--- src/rtl/ip_tx_pkg.sv ---
`default_nettype none
// ============================================================================
// Module : ip_tx_pkg
// Shared types and constants for the IPv4 transmit framer.
// Rev    : 1.0
// ============================================================================
package ip_tx_pkg;

    typedef enum logic [2:0] {
        ST_IDLE  = 3'd0,
        ST_CSUM  = 3'd1,
        ST_HDR   = 3'd2,
        ST_PAY   = 3'd3,
        ST_GAP   = 3'd4,
        ST_DRAIN = 3'd5
    } state_t;

    localparam int unsigned C_HDR_LEN   = 20;
    localparam logic [15:0] C_ETHERTYPE = 16'h0800;
    localparam logic [7:0]  C_VER_IHL   = 8'h45;
    localparam logic [15:0] C_FLAGS     = 16'h4000;
    localparam int unsigned C_CSUM_LAT  = 3;

endpackage
`default_nettype wire

--- src/rtl/ip_hdr_csum.sv ---
`default_nettype none
// ============================================================================
// Module : ip_hdr_csum
// 3-cycle pipelined one's-complement checksum over ten 16-bit words.
// Rev    : 1.0
// ============================================================================
module ip_hdr_csum (
    input  logic         i_clk,
    input  logic         i_rst,
    input  logic         i_start,
    input  logic [159:0] i_words,
    output logic [15:0]  o_csum,
    output logic         o_done
);

    logic [19:0] sum_d;
    logic [19:0] sum_q;
    logic [16:0] fold_q;
    logic [15:0] csum_q;
    logic [2:0]  vld_q;

    always_comb begin
        sum_d = '0;
        for (int i = 0; i < 10; i++) begin
            sum_d = sum_d + {4'd0, i_words[16*i +: 16]};
        end
    end

    // Two folds suffice: the first leaves at most a single carry bit.
    always_ff @(posedge i_clk or posedge i_rst) begin
        if (i_rst) begin
            sum_q  <= '0;
            fold_q <= '0;
            csum_q <= '0;
            vld_q  <= '0;
        end else begin
            vld_q <= {vld_q[1:0], i_start};
            if (i_start) begin
                sum_q <= sum_d;
            end
            if (vld_q[0]) begin
                fold_q <= {1'b0, sum_q[15:0]} + {13'd0, sum_q[19:16]};
            end
            if (vld_q[1]) begin
                csum_q <= ~(fold_q[15:0] + {15'd0, fold_q[16]});
            end
        end
    end

    assign o_csum = csum_q;
    assign o_done = vld_q[2];

endmodule
`default_nettype wire

--- src/rtl/ip_tx.sv ---
`default_nettype none
// ============================================================================
// Module : ip_tx
// IPv4 transmit framer: prepends a 20-byte header to a UDP payload stream.
// Header checksum generation is enabled by defining IP_TX_CSUM_EN.
// Rev    : 1.0
// ============================================================================
module ip_tx
    import ip_tx_pkg::*;
#(
    parameter logic [31:0] P_SRC_IP      = 32'hC0A8_0001,
    parameter logic [31:0] P_DST_IP      = 32'hC0A8_0002,
    parameter logic [7:0]  P_TTL         = 8'd64,
    parameter logic [7:0]  P_PROTOCOL    = 8'd17,
    parameter logic [15:0] P_MAX_PAYLOAD = 16'd1480,
    parameter logic [3:0]  P_GAP_CYCLES  = 4'd2
) (
    input  logic        i_clk,
    input  logic        i_rst,
    input  logic [31:0] i_src_ip,
    input  logic        i_src_ip_valid,
    input  logic [31:0] i_dst_ip,
    input  logic        i_dst_ip_valid,
    input  logic [15:0] i_send_len,
    input  logic [7:0]  i_send_data,
    input  logic        i_send_last,
    input  logic        i_send_valid,
    output logic        o_send_ready,
    input  logic        i_mac_ready,
    output logic [15:0] o_mac_type,
    output logic [15:0] o_mac_len,
    output logic [7:0]  o_mac_data,
    output logic        o_mac_last,
    output logic        o_mac_valid,
    output logic        o_err_len,
    output logic        o_err_underrun
);

    state_t      state_q;
    logic [3:0]  cnt_q;
    logic [4:0]  hidx_q;
    logic [15:0] pcnt_q;
    logic [15:0] len_q;
    logic [15:0] id_q;
    logic [31:0] src_ip_q;
    logic [31:0] dst_ip_q;
    logic [31:0] src_q;
    logic [31:0] dst_q;
    logic        ended_q;
    logic [7:0]  mac_data_q;
    logic        mac_valid_q;
    logic        mac_last_q;
    logic [15:0] mac_len_q;
    logic        err_len_q;
    logic        err_und_q;

    logic [15:0]  w_tot_len;
    logic [15:0]  w_csum_field;
    logic [159:0] w_hdr;
    logic [7:0]   w_hdr_byte;
    logic         w_len_bad;

    assign w_tot_len  = len_q + 16'(C_HDR_LEN);
    assign w_len_bad  = (i_send_len == 16'd0) || (i_send_len > P_MAX_PAYLOAD);
    assign w_hdr      = {C_VER_IHL, 8'h00, w_tot_len, id_q, C_FLAGS, P_TTL, P_PROTOCOL,
                         w_csum_field, src_q, dst_q};
    assign w_hdr_byte = w_hdr[(8'd152 - {hidx_q, 3'b000}) +: 8];

`ifdef IP_TX_CSUM_EN
    logic [159:0] w_words;
    logic [15:0]  w_csum;
    logic         w_csum_done;
    logic         w_csum_start;
    logic [15:0]  hdr_csum_q;

    assign w_words      = {C_VER_IHL, 8'h00, w_tot_len, id_q, C_FLAGS, P_TTL, P_PROTOCOL,
                           16'h0000, src_q, dst_q};
    assign w_csum_start = (state_q == ST_CSUM) && (cnt_q == 4'd0);
    assign w_csum_field = hdr_csum_q;

    ip_hdr_csum u_csum (
        .i_clk   (i_clk),
        .i_rst   (i_rst),
        .i_start (w_csum_start),
        .i_words (w_words),
        .o_csum  (w_csum),
        .o_done  (w_csum_done)
    );

    always_ff @(posedge i_clk or posedge i_rst) begin
        if (i_rst) begin
            hdr_csum_q <= '0;
        end else if (w_csum_done) begin
            hdr_csum_q <= w_csum;
        end
    end
`else
    assign w_csum_field = 16'h0000;
`endif

    always_ff @(posedge i_clk or posedge i_rst) begin
        if (i_rst) begin
            state_q     <= ST_IDLE;
            cnt_q       <= '0;
            hidx_q      <= '0;
            pcnt_q      <= '0;
            len_q       <= '0;
            id_q        <= '0;
            src_ip_q    <= P_SRC_IP;
            dst_ip_q    <= P_DST_IP;
            src_q       <= '0;
            dst_q       <= '0;
            ended_q     <= 1'b0;
            mac_data_q  <= '0;
            mac_valid_q <= 1'b0;
            mac_last_q  <= 1'b0;
            mac_len_q   <= '0;
            err_len_q   <= 1'b0;
            err_und_q   <= 1'b0;
        end else begin
            err_len_q <= 1'b0;
            err_und_q <= 1'b0;
            if (i_src_ip_valid) src_ip_q <= i_src_ip;
            if (i_dst_ip_valid) dst_ip_q <= i_dst_ip;
            if (mac_last_q)     id_q     <= id_q + 16'd1;

            case (state_q)
                ST_IDLE: begin
                    mac_valid_q <= 1'b0;
                    mac_last_q  <= 1'b0;
                    mac_data_q  <= '0;
                    if (i_send_valid && i_mac_ready) begin
                        len_q   <= i_send_len;
                        src_q   <= src_ip_q;
                        dst_q   <= dst_ip_q;
                        pcnt_q  <= '0;
                        cnt_q   <= '0;
                        ended_q <= 1'b0;
                        if (w_len_bad) begin
                            err_len_q <= 1'b1;
                            state_q   <= ST_DRAIN;
                        end else begin
                            mac_len_q <= i_send_len + 16'(C_HDR_LEN);
`ifdef IP_TX_CSUM_EN
                            state_q   <= ST_CSUM;
`else
                            mac_data_q  <= C_VER_IHL;
                            mac_valid_q <= 1'b1;
                            hidx_q      <= 5'd1;
                            state_q     <= ST_HDR;
`endif
                        end
                    end
                end
`ifdef IP_TX_CSUM_EN
                ST_CSUM: begin
                    cnt_q <= cnt_q + 4'd1;
                    if (cnt_q == 4'(C_CSUM_LAT - 1)) begin
                        mac_data_q  <= C_VER_IHL;
                        mac_valid_q <= 1'b1;
                        hidx_q      <= 5'd1;
                        state_q     <= ST_HDR;
                    end
                end
`endif
                ST_HDR: begin
                    mac_data_q <= w_hdr_byte;
                    hidx_q     <= hidx_q + 5'd1;
                    if (hidx_q == 5'd19) begin
                        state_q <= ST_PAY;
                    end
                end
                // Every PAY cycle emits exactly one byte, so the frame never stalls.
                ST_PAY: begin
                    if (!ended_q && i_send_valid) begin
                        mac_data_q <= i_send_data;
                        if (i_send_last) ended_q <= 1'b1;
                    end else begin
                        mac_data_q <= '0;
                        if (!ended_q) err_und_q <= 1'b1;
                    end
                    pcnt_q <= pcnt_q + 16'd1;
                    if (pcnt_q == len_q - 16'd1) begin
                        mac_last_q <= 1'b1;
                        cnt_q      <= '0;
                        state_q    <= ST_GAP;
                    end
                end
                ST_GAP: begin
                    mac_valid_q <= 1'b0;
                    mac_last_q  <= 1'b0;
                    mac_data_q  <= '0;
                    cnt_q       <= cnt_q + 4'd1;
                    if (cnt_q == P_GAP_CYCLES - 4'd1) begin
                        state_q <= ST_IDLE;
                    end
                end
                ST_DRAIN: begin
                    if (i_send_valid && i_send_last) begin
                        state_q <= ST_IDLE;
                    end
                end
                default: begin
                    state_q <= ST_IDLE;
                end
            endcase
        end
    end

    assign o_send_ready   = (state_q == ST_DRAIN) || ((state_q == ST_PAY) && !ended_q);
    assign o_mac_type     = C_ETHERTYPE;
    assign o_mac_len      = mac_len_q;
    assign o_mac_data     = mac_data_q;
    assign o_mac_last     = mac_last_q;
    assign o_mac_valid    = mac_valid_q;
    assign o_err_len      = err_len_q;
    assign o_err_underrun = err_und_q;

endmodule
`default_nettype wire

--- config.mk ---
export PLATFORM = sky130hd
export DESIGN_NAME = ip_tx
export DESIGN_NICKNAME = d
export VERILOG_FILES = /design/src/rtl/ip_tx_pkg.sv /design/src/rtl/ip_hdr_csum.sv /design/src/rtl/ip_tx.sv
export SDC_FILE = /design/constraint.sdc
export NUM_CORES = 1
export LEC_CHECK = 0
export ABC_AREA = 1
export BUFFER_PORTS_ARGS = -buffer_cell sky130_fd_sc_hd__buf_4
export CAP_MARGIN = 40
export CORE_MARGIN = 2
export CORE_UTILIZATION = 40
export CTS_CLUSTER_DIAMETER = 200
export DETAILED_ROUTE_END_ITERATION = 6
export PLACE_DENSITY_LB_ADDON = 0.1
export SYNTH_ARGS = -nofsm -noshare
export SYNTH_HDL_FRONTEND = slang
export SYNTH_SLANG_ARGS = --single-unit
--- constraint.sdc ---
create_clock -name i_clk -period 11.4 [get_ports i_clk]
set_clock_uncertainty 0.1 [all_clocks]
set_input_delay 1.71 -clock i_clk [delete_from_list [all_inputs] [get_ports i_clk]]
set_output_delay 1.71 -clock i_clk [all_outputs]
set_load 0.05 [all_outputs]
==> impl_summary.txt <==
----------------------------------------------------
[Yosys]
  Synthesized-area fraction occupied by adder cells ... 1.70%
  EDFF count, synth ... 0
  Synthesized netlist cell count ... 1372
  Syn avg cell area ... 8.02 um2
  Count of state elements after synthesis ... 217
  Dominant combinational cell family by area after synthesis ... simple AND/OR/NAND/NOR gates
  Number of unique standard cell types used by synthesis ... 47
  Simple-gate share of the synthesized area ... 22.1%
  XOR/XNOR share of the synthesized area ... 2.77%
  Primary FF master, synth ... sky130_fd_sc_hd__dfrtp_1
  Compound-gate portion of the synthesized area ... 14.7%
  Total standard cell area after synthesis ... 11000 um2
  Part of the Yosys area used for sequential elements ... 49.5%
  Fraction of registers with async set/reset ... 100%
  Multiplexer area fraction after synthesis ... 0.102%
  Synth Warn # ... 0

[Detailed routing]
  First DRT Iteration DRCs ... 649
  Post-detailed-route via-to-cell ratio ... 4.91
  Post-route DRC ... 0
  Detailed-route via count ... 8980
  Final routed wirelength across all metal layers ... 28.4 mm
  Number of optimization iterations in the first detailed-route pass ... 5
  WL per Instance ... 15.6 um
  Detail Route Antenna Nets ... 0

[STA]
  Endpoints failing setup ... 0
  RSZ-0062 raised after global routing ... no
  Final Hold Vio Count ... 0
  Maximum clock frequency ... 0.250 GHz
  Final-report max-slew violation count ... 0
  Worst slew slack as a fraction of its limit ... 48.8%
  Slew at the pin closest to its max-slew limit ... 765 ps
  Final setup margin ... 7390 ps
  Setup TNS after final layout ... 0 ps
  Fin crit period ... 4010 ps
  Fin crit share ... 35.2%

[CTS]
  CTS H-tree depth ... 1
  Number of buffers inserted by post-CTS setup repair ... 0
  Total CTS buffers ... 24
  CTS max path bufs ... 3
  Clock edge transition at the registers on the reported setup and hold paths ... 60 ps
  Sink count of the clock tree ... 217
  CTS Hold Buffers Added ... 0
  Gates resized, CTS repair ... 0
  Clock latency at the later pin of the worst-skew pair ... 530 ps
  Clock root buffer ... sky130_fd_sc_hd__clkbuf_16
  TritonCTS clock tree ... done

[Die]
  Die footprint ... 28900 um2
  Height of the die ... 170 um
  Ports ... 140
  Placement Rows ... 60
  Horizontal die dimension ... 170 um
  Initial cell density of the core ... 40.8%
  Area of the core ... 27000 um2

[Global route]
  Antenna violations before repair ... 0
  Overall routing resource usage ... 19.9%
  Number of global-route vias before repair ... 8554
  Maximum number of pins on one net before global-route repair ... 121
  Gr ovfl total ... 0
  Wire length of the first global-routing pass ... 46.0 mm

[Critical path]
  Arrival time reported for the critical path endpoint ... 4290 ps
  WP data required ... 11680 ps
  Crit path launch type ... primary input
  Critical path start-end classification ... primary input to register
  Biggest fanout along the worst timing path ... 68
  CP Capture Type ... register

[Cells and area]
  Inserted Diodes ... 0
  Fraction of final layout cells sized beyond drive strength 1 ... 16.0%
  Leading cell types in the layout, fill and taps excluded ... 387 x sky130_fd_sc_hd__nand2_1, 205 x sky130_fd_sc_hd__dfrtp_1, 197 x sky130_fd_sc_hd__o21ai_0
  Number of nets in the final layout ... 1579
  Area Overhead vs Synth ... 17.2%
  Most common library cell in the layout ignoring fill and taps ... sky130_fd_sc_hd__nand2_1

[Placement]
  Number of buffers added on ports ... 123
  Minimum setup slack after placement ... 6820 ps
  Detail Placement HPWL ... 20.5 mm
  Global placement routability congestion ... 0.850

[Outcome]
  Outcome ... finished clean

[Hold path]
  Path type of the worst min-delay path ... register to register

[Power and ir drop]
  Total design power ... 2.89 mW
  Power density over the cells ... 224 nW/um2
  IR drop worst, VDD ... 0.0916 mV
  Leakage power ... 6.40 nW

[Flow run]
  Max Cap Viol ... 0

----------------------------------------------------
-- stage by stage --
step / utilization (%) / hold slack (ps) / area (um2) / instances
floorplan: - / 349 / 11100 / 1386
global placement: 44.8 / 368 / 12100 / 1782
detailed placement: 45.0 / 371 / 12100 / 1784
CTS: 47.9 / 382 / 12900 / 1828
global route: 47.9 / 404 / 12900 / 1828
finish: 47.9 / 381 / 12900 / 1828
-- synth_stat cells, types with 2 or more instances --
cell	count	area [um2]
sky130_fd_sc_hd__o211ai_1	4	30.0
sky130_fd_sc_hd__clkbuf_1	31	116
sky130_fd_sc_hd__inv_2	9	33.8
sky130_fd_sc_hd__nor3_2	4	40.0
sky130_fd_sc_hd__buf_1	2	7.51
sky130_fd_sc_hd__buf_6	3	33.8
sky130_fd_sc_hd__dfstp_2	12	315
sky130_fd_sc_hd__nor2_4	5	56.3
sky130_fd_sc_hd__nand2_2	6	37.5
sky130_fd_sc_hd__inv_1	157	589
sky130_fd_sc_hd__buf_4	16	120
sky130_fd_sc_hd__o21ai_2	13	114
sky130_fd_sc_hd__o21ai_0	197	986
sky130_fd_sc_hd__a31oi_1	3	18.8
sky130_fd_sc_hd__nand4_1	6	37.5
sky130_fd_sc_hd__a32o_1	7	70.1
sky130_fd_sc_hd__xnor2_1	7	61.3
sky130_fd_sc_hd__nor4_1	4	25.0
sky130_fd_sc_hd__xor2_1	26	228
sky130_fd_sc_hd__conb_1	2	7.51
sky130_fd_sc_hd__clkbuf_2	2	10.0
sky130_fd_sc_hd__buf_2	18	90.1
sky130_fd_sc_hd__dfrtp_1	205	5130
sky130_fd_sc_hd__o221ai_1	4	35.0
sky130_fd_sc_hd__nand3b_1	2	15.0
sky130_fd_sc_hd__a22oi_1	4	30.0
sky130_fd_sc_hd__nor2_2	11	68.8
sky130_fd_sc_hd__o22ai_1	9	56.3
sky130_fd_sc_hd__or2_2	3	18.8
sky130_fd_sc_hd__nand2_1	387	1450
sky130_fd_sc_hd__a21oi_1	44	220
sky130_fd_sc_hd__nor3_1	10	50.1
sky130_fd_sc_hd__nor2_1	61	229
sky130_fd_sc_hd__nand3_1	69	345
sky130_fd_sc_hd__o32ai_1	2	17.5
sky130_fd_sc_hd__ha_1	15	188
sky130_fd_sc_hd__o21ai_1	2	10.0
-- layout make-up --
class                   instances  area, um2
multi-input cells             930       4610
fillers                      2680      14100
clock inverters                12       98.8
clock buffers                  32        671
flip-flops and latches        217       5450
well taps                     341        427
repair buffers                129       1010
inverters                     167        636
-- kinds of logic (layout without fill, tap and decap cells) --
family,count (synthesis),in the layout
other cells,2,16
fa+ha+maj,15,15
mux,1,1
buf+inv,239,340
compound gates,293,293
xor+xnor,34,34
simple gates,571,571
flops,217,217
-- sequential cells by signal (all words and copies together), names as in the netlist --
register and flops:
id_q 16, len_q 16, o_err_len 1, cnt_q 4
src_q 32, ended_q 1, o_mac_valid 1, hidx_q 5
dst_q 32, src_ip_q 32, o_mac_len 16, o_err_underrun 1
dst_ip_q 32, o_mac_data 8, state_q 3, pcnt_q 16
o_mac_last 1
-- routing by layer --
| layer | global-route usage [%] | wire length, um |
|---|---|---|
| met1 | 29.1 | 13800 |
| met5 | 0 | 0 |
| met3 | 2.53 | 1200 |
| met2 | 31.6 | 12800 |
| met4 | 4.53 | 611 |
-- critical path, cell delays in order --
cell and delay, ps:
sky130_fd_sc_hd__buf_4 100, sky130_fd_sc_hd__nand2_1 160, sky130_fd_sc_hd__nor2_8 420, sky130_fd_sc_hd__clkinv_2 700
sky130_fd_sc_hd__buf_4 570, sky130_fd_sc_hd__nand2_1 440, sky130_fd_sc_hd__o21ai_0 150
-- where the power goes --
part | switching [mW] | leakage (nW) | internal (mW) | total (mW)
combinational | 0.667 | 3.28 | 0.338 | 1.00
clock | 0.322 | 0.386 | 0.437 | 0.759
sequential | 0.170 | 2.74 | 0.955 | 1.13
total | 1.16 | 6.40 | 1.73 | 2.89
-- worst paths after layout --
kind	startpoint	slack [ps]	endpoint	cells after the start
max	i_send_valid	7390	pcnt_q[6]$_DFFE_PP0P_	7
max in group asynchronous	i_rst	8730	dst_ip_q[1]$_DFFE_PP1P_	5
max reg2reg	state_q[1]$_DFFE_PP0P_	7950	pcnt_q[6]$_DFFE_PP0P_	9
min	dst_ip_q[1]$_DFFE_PP1P_	380	dst_ip_q[1]$_DFFE_PP1P_	2
min in group asynchronous	i_rst	1030	pcnt_q[5]$_DFFE_PP0P_	2
min reg2reg	dst_ip_q[1]$_DFFE_PP1P_	380	dst_ip_q[1]$_DFFE_PP1P_	2
(Power assumes the default switching activity.)
